--- src/rtl/dmem_arb_pkg.sv ---
// Shared types and default parameters for the data-memory arbiter.
package dmem_arb_pkg;

  typedef enum logic {OWN_CPU = 1'b0, OWN_LD = 1'b1} owner_e;
  typedef enum logic {ARB = 1'b0, BURST = 1'b1} arb_state_e;

  localparam int AW_DEF        = 32;
  localparam int DW_DEF        = 32;
  localparam int RD_LAT_DEF    = 1;
  localparam int BURST_MAX_DEF = 8;
  localparam int MAX_WAIT_DEF  = 4;

endpackage

--- src/rtl/rd_tag_pipe.sv ---
// Tracks issued reads (valid + owner) across the memory read latency so that
// returning data can be steered back to whoever asked for it.
module rd_tag_pipe
  import dmem_arb_pkg::*;
#(
  parameter int LAT = RD_LAT_DEF
) (
  input  logic   clk,
  input  logic   rst,
  input  logic   vld_i,
  input  owner_e own_i,
  output logic   vld_o,
  output owner_e own_o
);

  generate
    if (LAT == 0) begin : g_comb
      assign vld_o = vld_i;
      assign own_o = own_i;
    end else begin : g_pipe
      logic [LAT-1:0] vld_q;
      owner_e         own_q [LAT];

      always_ff @(posedge clk or posedge rst) begin
        if (rst) begin
          vld_q <= '0;
          for (int i = 0; i < LAT; i++) own_q[i] <= OWN_CPU;
        end else begin
          vld_q[0] <= vld_i;
          own_q[0] <= own_i;
          for (int i = 1; i < LAT; i++) begin
            vld_q[i] <= vld_q[i-1];
            own_q[i] <= own_q[i-1];
          end
        end
      end

      assign vld_o = vld_q[LAT-1];
      assign own_o = own_q[LAT-1];
    end
  endgenerate

endmodule

--- src/rtl/dmem_arbiter.sv ---
// Shares one data-memory port between the CPU memory stage and the loader,
// with lockable loader bursts, anti-starvation and read-data return routing.
module dmem_arbiter
  import dmem_arb_pkg::*;
#(
  parameter int AW        = AW_DEF,
  parameter int DW        = DW_DEF,
  parameter int RD_LAT    = RD_LAT_DEF,
  parameter int BURST_MAX = BURST_MAX_DEF,
  parameter int MAX_WAIT  = MAX_WAIT_DEF
) (
  input  logic          clk,
  input  logic          rst,
  input  logic          cpu_req,
  input  logic          cpu_we,
  input  logic [AW-1:0] cpu_addr,
  input  logic [DW-1:0] cpu_wdata,
  output logic          cpu_gnt,
  output logic          cpu_stall,
  output logic          cpu_rvalid,
  output logic [DW-1:0] cpu_rdata,
  input  logic          ld_req,
  input  logic          ld_we,
  input  logic          ld_lock,
  input  logic [AW-1:0] ld_addr,
  input  logic [DW-1:0] ld_wdata,
  output logic          ld_gnt,
  output logic          ld_rvalid,
  output logic [DW-1:0] ld_rdata,
  output logic [AW-1:0] mem_a,
  output logic          mem_we,
  output logic [DW-1:0] mem_wd,
  input  logic [DW-1:0] mem_rd
);

  localparam int WW = (MAX_WAIT > 0) ? $clog2(MAX_WAIT + 1) : 1;
  localparam int BW = (BURST_MAX > 1) ? $clog2(BURST_MAX + 1) : 1;

  arb_state_e    state_q, state_d;
  logic [WW-1:0] wait_q, wait_d;
  logic [BW-1:0] beat_q, beat_d;

  logic   cpu_win, ld_win, burst_hit;
  logic   rd_vld, ret_vld;
  owner_e rd_own, ret_own;

  always_ff @(posedge clk or posedge rst) begin
    if (rst) begin
      state_q <= ARB;
      wait_q  <= '0;
      beat_q  <= '0;
    end else begin
      state_q <= state_d;
      wait_q  <= wait_d;
      beat_q  <= beat_d;
    end
  end

  // An unlocked loader request during a burst is arbitrated like in ARB.
  always_comb begin
    cpu_win   = 1'b0;
    ld_win    = 1'b0;
    burst_hit = 1'b0;
    if (state_q == BURST && ld_req && ld_lock) begin
      ld_win    = 1'b1;
      burst_hit = 1'b1;
    end else if (ld_req && (!cpu_req || wait_q == WW'(MAX_WAIT))) begin
      ld_win = 1'b1;
    end else if (cpu_req) begin
      cpu_win = 1'b1;
    end
  end

  always_comb begin
    state_d = ARB;
    beat_d  = '0;
    wait_d  = wait_q;
    if (!ld_req || ld_win) begin
      wait_d = '0;
    end else if (wait_q != WW'(MAX_WAIT)) begin
      wait_d = wait_q + WW'(1);
    end
    // Hitting BURST_MAX drops to ARB with wait_cnt already cleared by the grant.
    if (burst_hit) begin
      if (beat_q < BW'(BURST_MAX - 1)) begin
        state_d = BURST;
        beat_d  = beat_q + BW'(1);
      end
    end else if (ld_win && ld_lock && BURST_MAX > 1) begin
      state_d = BURST;
      beat_d  = BW'(1);
    end
  end

  assign cpu_gnt   = cpu_win & ~rst;
  assign ld_gnt    = ld_win & ~rst;
  assign cpu_stall = cpu_req & ~cpu_win & ~rst;

  always_comb begin
    mem_a  = '0;
    mem_wd = '0;
    mem_we = 1'b0;
    if (ld_gnt) begin
      mem_a  = ld_addr;
      mem_wd = ld_wdata;
      mem_we = ld_we;
    end else if (cpu_gnt) begin
      mem_a  = cpu_addr;
      mem_wd = cpu_wdata;
      mem_we = cpu_we;
    end
  end

  assign rd_vld = (cpu_gnt & ~cpu_we) | (ld_gnt & ~ld_we);
  assign rd_own = ld_gnt ? OWN_LD : OWN_CPU;

  rd_tag_pipe #(
    .LAT (RD_LAT)
  ) u_rd_tag_pipe (
    .clk   (clk),
    .rst   (rst),
    .vld_i (rd_vld),
    .own_i (rd_own),
    .vld_o (ret_vld),
    .own_o (ret_own)
  );

  assign cpu_rvalid = ret_vld & (ret_own == OWN_CPU) & ~rst;
  assign ld_rvalid  = ret_vld & (ret_own == OWN_LD) & ~rst;
  assign cpu_rdata  = cpu_rvalid ? mem_rd : '0;
  assign ld_rdata   = ld_rvalid ? mem_rd : '0;

endmodule

--- config.mk ---
export PLATFORM = sky130hd
export DESIGN_NAME = dmem_arbiter
export DESIGN_NICKNAME = d
export VERILOG_FILES = /design/src/rtl/dmem_arb_pkg.sv /design/src/rtl/rd_tag_pipe.sv /design/src/rtl/dmem_arbiter.sv
export SDC_FILE = /design/constraint.sdc
export NUM_CORES = 1
export LEC_CHECK = 0
export ABC_AREA = 1
export ABC_CLOCK_PERIOD_IN_PS = 2000
export BUFFER_PORTS_ARGS = -buffer_cell sky130_fd_sc_hd__buf_4
export CAP_MARGIN = 10
export CORE_AREA = 2 2 117 119
export CTS_CLUSTER_DIAMETER = 60
export DETAILED_ROUTE_END_ITERATION = 10
export DIE_AREA = 0 0 119 121
export PLACE_DENSITY = 0.45
export SLEW_MARGIN = 20
export SYNTH_ARGS = -nofsm -noshare
export SYNTH_HDL_FRONTEND = slang
export SYNTH_SLANG_ARGS = --single-unit
--- constraint.sdc ---
create_clock -name clk -period 2 [get_ports clk]
set_input_delay 0.4 -clock clk [delete_from_list [all_inputs] [get_ports clk]]
set_output_delay 0.4 -clock clk [all_outputs]
set_load 0.05 [all_outputs]
# Yosys cells after proc, flatten, opt, wreduce, memory -nomap -nowiden
# Cells that the tools add are included.
[totals]
in_bits = 167
out_inout_bits = 134
word_cells = 58
ff_bits = 10
[op_classes]
eq_ne = 2
reduce_logical = 9
bitwise_logic = 16
order_cmp = 1
n_mux = 23
addsub = 2
[ops]
columns = ["cell", "n"]
rows = [
  ["$mux W32", 6],
  ["$mux W1", 13],
  ["$and A1 B1 Y1", 10],
  ["$mux W4", 2],
  ["$mux W3", 2],
  ["$not A1 Y1", 5],
  ["$add A4 B1 Y4 const B", 1],
  ["$logic_and A1 B1 Y1", 4],
  ["$lt A4 B3 Y1 const B", 1],
  ["$add A3 B1 Y3 const B", 1],
  ["$eq A3 B3 Y1 const B", 1],
  ["$ne A3 B3 Y1 const B", 1],
  ["$logic_not A1 Y1", 2],
  ["$logic_or A1 B1 Y1", 2],
  ["$reduce_bool A2 Y1", 1],
  ["$or A1 B1 Y1", 1],
]

# Longest topological paths before layout
[depth]
depth_word = 8
mapped_depth = 9
ltp_nobuf = 8

# Hierarchy
# A second synthesis with hierarchy kept.
[hier_totals]
hier_cells = 390
hier_area_um2 = 2021.9
[modules_own_cells]
columns = ["mod", "n_inst", "cells_per_inst", "seq_area_each_um2", "area_each_um2"]
rows = [
  ["dmem_arbiter", 1, 387, 200.2, 1968.1],
  ["rd_tag_pipe", 1, 3, 50.0, 53.8],
]

# Worst setup path after synthesis
# OpenSTA, ideal clock, no wires.
[synth_timing]
path_kind = "register to output"
start = "register wait_q[0]"
end = "output ld_gnt"
slack_ns = -0.172
path_stages_with_launch = 8
arrival_time_ns = 1.772
required_ns = 1.600
cell_sequence = "dfrtp_1 -> inv_1 -> ha_1 -> nand2_1 -> nand2_1 -> nand2_2 -> clkbuf_1 -> a21oi_1"
[synth_via]
elab_chain_cells = 6
[synth_lines]
columns = ["element", "line", "rtl"]
rows = [
  ["start: declaration", "dmem_arbiter.sv:40", "logic [WW-1:0] wait_q, wait_d;"],
  ["start signal: assignment", "dmem_arbiter.sv:54", "wait_q <= wait_d;"],
  ["$eq A3 B3 Y1", "dmem_arbiter.sv:67", "end else if (ld_req && (!cpu_req || wait_q == WW'(MAX_WAIT))) begin"],
  ["$logic_or A1 B1 Y1", "dmem_arbiter.sv:67", ""],
  ["$logic_and A1 B1 Y1", "dmem_arbiter.sv:67", ""],
  ["$mux W1", "dmem_arbiter.sv:67", ""],
  ["$mux W1", "dmem_arbiter.sv:64", "if (state_q == BURST && ld_req && ld_lock) begin"],
  ["$and A1 B1 Y1", "dmem_arbiter.sv:96", "assign ld_gnt = ld_win & ~rst;"],
  ["end: declaration", "dmem_arbiter.sv:27", "output logic ld_gnt,"],
]
# Every way passes these cells.

# Worst setup path after layout
[layout_timing]
start = "register wait_q[1]"
end = "output mem_wd[23]"
[layout_via]
elab_chain_cells = 8
elab_cells_between_ends = 11
cone_classes = "1 x eq/ne; 6 x mux; 2 x bitwise; 2 x reduce/logical"
[layout_lines]
columns = ["element", "line", "rtl"]
rows = [
  ["$eq A3 B3 Y1 (*)", "dmem_arbiter.sv:67", ""],
  ["$logic_or A1 B1 Y1 (*)", "dmem_arbiter.sv:67", ""],
  ["$logic_and A1 B1 Y1 (*)", "dmem_arbiter.sv:67", ""],
  ["$mux W1", "dmem_arbiter.sv:67", ""],
  ["$mux W1", "dmem_arbiter.sv:64", ""],
  ["$and A1 B1 Y1", "dmem_arbiter.sv:95", "assign cpu_gnt = cpu_win & ~rst;"],
  ["$mux W32", "dmem_arbiter.sv:107", "end else if (cpu_gnt) begin"],
  ["$mux W32 (*)", "dmem_arbiter.sv:103", "if (ld_gnt) begin"],
  ["end: declaration", "dmem_arbiter.sv:32", "output logic [DW-1:0] mem_wd,"],
]
# Every way passes the cells marked *; elsewhere a longest branch is shown, timed or not.

==> results.txt <==
The logs give 240 ps for the clock latency on the worst-skew pair and 14.2 mm for the total routed wirelength. The run gives 272 µV as the worst-case vdd ir drop. Synthesis produced a netlist with a net count of 559. The number of remaining DRC errors is 0, and the number of nets in the final layout is 863.

The number of violations reported at the end of detailed-routing iteration 0 was 122; the remaining number of nets flagged by the antenna check after routing was 0. The sink count of the clock tree is 10. The aggregate global routing overflow came out at 0. The remaining max-slew budget at the tightest pin came out at 0.822.

The fraction of layout instances using a drive strength above 1 was 0.577; the clock group share of total power was 0.198. The number of cells after detailed placement was 846; the global placer's final weighted congestion was 0.820. The first global-routing pass estimated 19.2 mm of wire. The tools report the minimum setup slack in the final design as -180 ps.

The portion of the post-synthesis area used by sequential elements is 0.124, and the cell depth of the worst flop-to-flop path is 11. Across the run, the number of max-cap violations was 0. The signal on the critical path passes through inv_2, ha_4, nand2_2, nand2_2, nand2_4, nand2_8, buf_12, clkbuf_16, nand3_2, nand2_2, buf_8. The power per unit of standard cell area is 364 nW/µm², and the minimum hold slack is 81.9 ps. On the worst path, the slowest cell contributes a delay of 380 ps. Once detailed placement completed, the half-perimeter wirelength came to 9.92 mm.

The clock-pin slew on the worst setup and hold paths was 40 ps. Setup repair after global routing could not meet its margin everywhere. The initial core utilization is 0.154. The detailed router placed 3883 vias in this run.

Using the TritonRoute via totals, the vias-per-cell ratio works out to 4.47. Counting both buffers and inverters, the worst setup path holds a total of 4. For the placeable core region, the log shows 13100 µm². Buffers inserted during clock tree synthesis total 3.

Die extent in y: 121 µm. The worst slack after detailed placement was 50.1 ps. Number of top-level pins: 301. The cell occurring most often along the worst timing path was nand2_2. Port buffer count: 300. In this run the static leakage power is 3.09 nW.

The run gives 891 µW as the switching power total. The cell area that synthesis handed to floorplanning was 2010 µm². Ranked by total cell area, the synthesized netlist is headed by nand4_1 (21%), nand3_1 (17%), nand2_1 (13%). STA classifies the critical path endpoint as an output pin.

Counting buffers and inverters, the worst setup path is 11 cells deep. The pin count of the biggest net entering global routing is 50. Counting the fill cells in the layout gives 1387. H-tree level count: 1.

The floorplan step defined a die boundary enclosing 14400 µm². The internal portion of the total power is 1.13 mW. The overall routing resource usage came out at 0.164. From left edge to right edge, the die measures 119 µm. Launching element type of the critical path: a flop. The finished layout holds 868 standard cells, fillers aside. Distinct cell type count after synthesis: 18.

The per-instance average area after synthesis was 5.18 µm². At the pin with the least slew margin, the transition time is 268 ps. The number of cell rows came out at 42. The clock arrives with 0.733 ps of skew. The flow ran to the end, but the final reports show violations. TritonCTS built the clock tree. In this run the worst path has a maximum fanout of 6. Relative to the synthesized area, the layout overhead comes to 176%. Count of inserted antenna diode cells: 0.

The checks that failed: negative setup slack. The logs give 0.694 for the proportion of power drawn by combinational gates and 0 for the total of warnings raised by yosys. The time the worst path needs with I/O delays and setup was 2180 ps. The number of detailed-route iterations in the first pass was 6. Path class of the lowest-slack min-delay path: in2async. Counting every instance in the synthesized netlist gives 389. The share of Yosys cell area claimed by the top area cell type is 0.208. The clock root buffer was clkbuf_16. The final-report hold violation count is 0, and the required time reported for the critical path endpoint is 1600 ps. Sequential cell fraction of total power: 0.108.

The via count of the first global-routing pass is 3697. The ratio of final minimum period to clock period came out at 1.09. The number of pins with negative max-slew slack in the final report is 0. The synthesized design contains 10 register bits. Summed over all instances, the cell type with the most area after synthesis is nand4_1. At the worst endpoint, the arrival time is 1780 ps. Static timing analysis puts the maximum clock frequency at 459 MHz. The clock passes through at most 2 buffers. The path type of the worst setup path was reg2out. The initial antenna violation count came out at 0. The total setup violations reported at the end of the flow is 68, and the fraction of power spent switching nets is 0.441. Grouping stages by cell kind, the critical path spends the most delay in simple AND/OR/NAND/NOR gates. On the critical path, the stage with the largest delay is an instance of dfrtp_1. The average routed wire per standard cell was 16.3 µm.
==> kinds of logic after synthesis <==
kind of cell | count (synthesis) | synth area share
AOI/OAI and AO/OA | 3 | 0.00870
xor gates and xnor gates | 1 | 0.00435
adders and majority gates | 3 | 0.0186
buffers and inverters | 87 | 0.180
DFF | 10 | 0.124
and+or+nand+nor | 285 | 0.664
==> repair_timing <==
item | 4_1_cts | 5_1_grt
endpoints found under the setup margin | 67 | 68
buffers inserted | 4 | 5
gates cloned | 2 | 8
hold buffers | 0 | 0
pin swaps | 3 | 38
resized for setup | 83 | 65
==> routing by layer <==
metal	global-route usage	up-vias	routed length [µm]
li1	-	1915	-
met4	0.0365	0	190
met5	0	-	0
met2	0.319	202	7660
met3	0.0423	15	1150
met1	0.176	1751	5190
==> sequential cells by signal (all words and copies together) (netlist names) <==
register             count
beat_q                   4
wait_q                   3
state_q                  1
u_rd_tag_pipe.own_o      1
u_rd_tag_pipe.vld_o      1
==> metrics by stage <==
stage | setup TNS, ps | util | power (mW) | area (µm²)
final | -9360 | 0.425 | 2.02 | 5560
after floorplan | 0 | - | 0.844 | 2020
after CTS | -7040 | 0.390 | 1.90 | 5110
after global routing | -14770 | 0.425 | 2.11 | 5560
after detailed placement | 0 | 0.352 | 1.39 | 4600
after global placement | 0 | 0.352 | 1.38 | 4600
==> power by group through the flow <==
stage               sequential, mW  combinational [mW]  clock [mW]
finish                       0.218                1.40       0.401
global route                 0.219                1.48       0.417
CTS                          0.217                1.28       0.403
detailed placement           0.220                1.17           0
global placement             0.220                1.16           0
floorplan                    0.219               0.624           0
==> synth_stat cells <==
cell / instances
clkbuf_1: 18
nand2_2: 2
inv_1: 45
nand4_1: 67
dfrtp_1: 10
buf_4: 6
inv_2: 1
buf_1: 6
nor2_1: 72
nor3_1: 3
nand3_1: 68
o31ai_1: 1
xnor2_1: 1
nand3_2: 1
nand2_1: 72
ha_1: 3
buf_2: 11
a21oi_1: 2
==> worst reg2reg max path, stage by stage, from the launching register on <==
cell	delay (ps)
dfrtp_1	350
inv_2	50
ha_4	150
nand2_2	60
nand2_2	70
nand2_4	140
nand2_8	110
buf_12	160
clkbuf_16	150
buf_4	130
buf_4	120
nor3_1	150
==> layout by cell type (no fill, tap or decap), drive strengths merged <==
master and instances:
inv 46, nand4 67, dfrtp 10, nor2 72, xnor2 1, nand2 74
nand3 69, buf 334, clkbuf 10, a21oi 2, ha 3, nor3 3
o31ai 1
==> worst paths after layout <==
kind | to | slack (ps) | start
worst max-delay path | mem_wd[23] | -180 | wait_q[1]
worst min-delay path | u_rd_tag_pipe.own_o | 80 | rst
worst max register to register | wait_q[1] | 250 | wait_q[1]
worst min register to register | beat_q[0] | 460 | beat_q[3]
max in group asynchronous | wait_q[1] | 1490 | rst
min in group clk | u_rd_tag_pipe.own_o | 360 | rst
==> layout make-up <==
type	count	area (µm²)	share of cell area
Inverter	46	173	0.0311
Timing Repair Buffer	340	3200	0.576
Clock buffer	4	88.8	0.0160
Multi-Input combinational cell	292	1630	0.293
Sequential cell	10	250	0.0450
Tap cell	176	220	0.0396
Power figures use the tool's default switching activity.
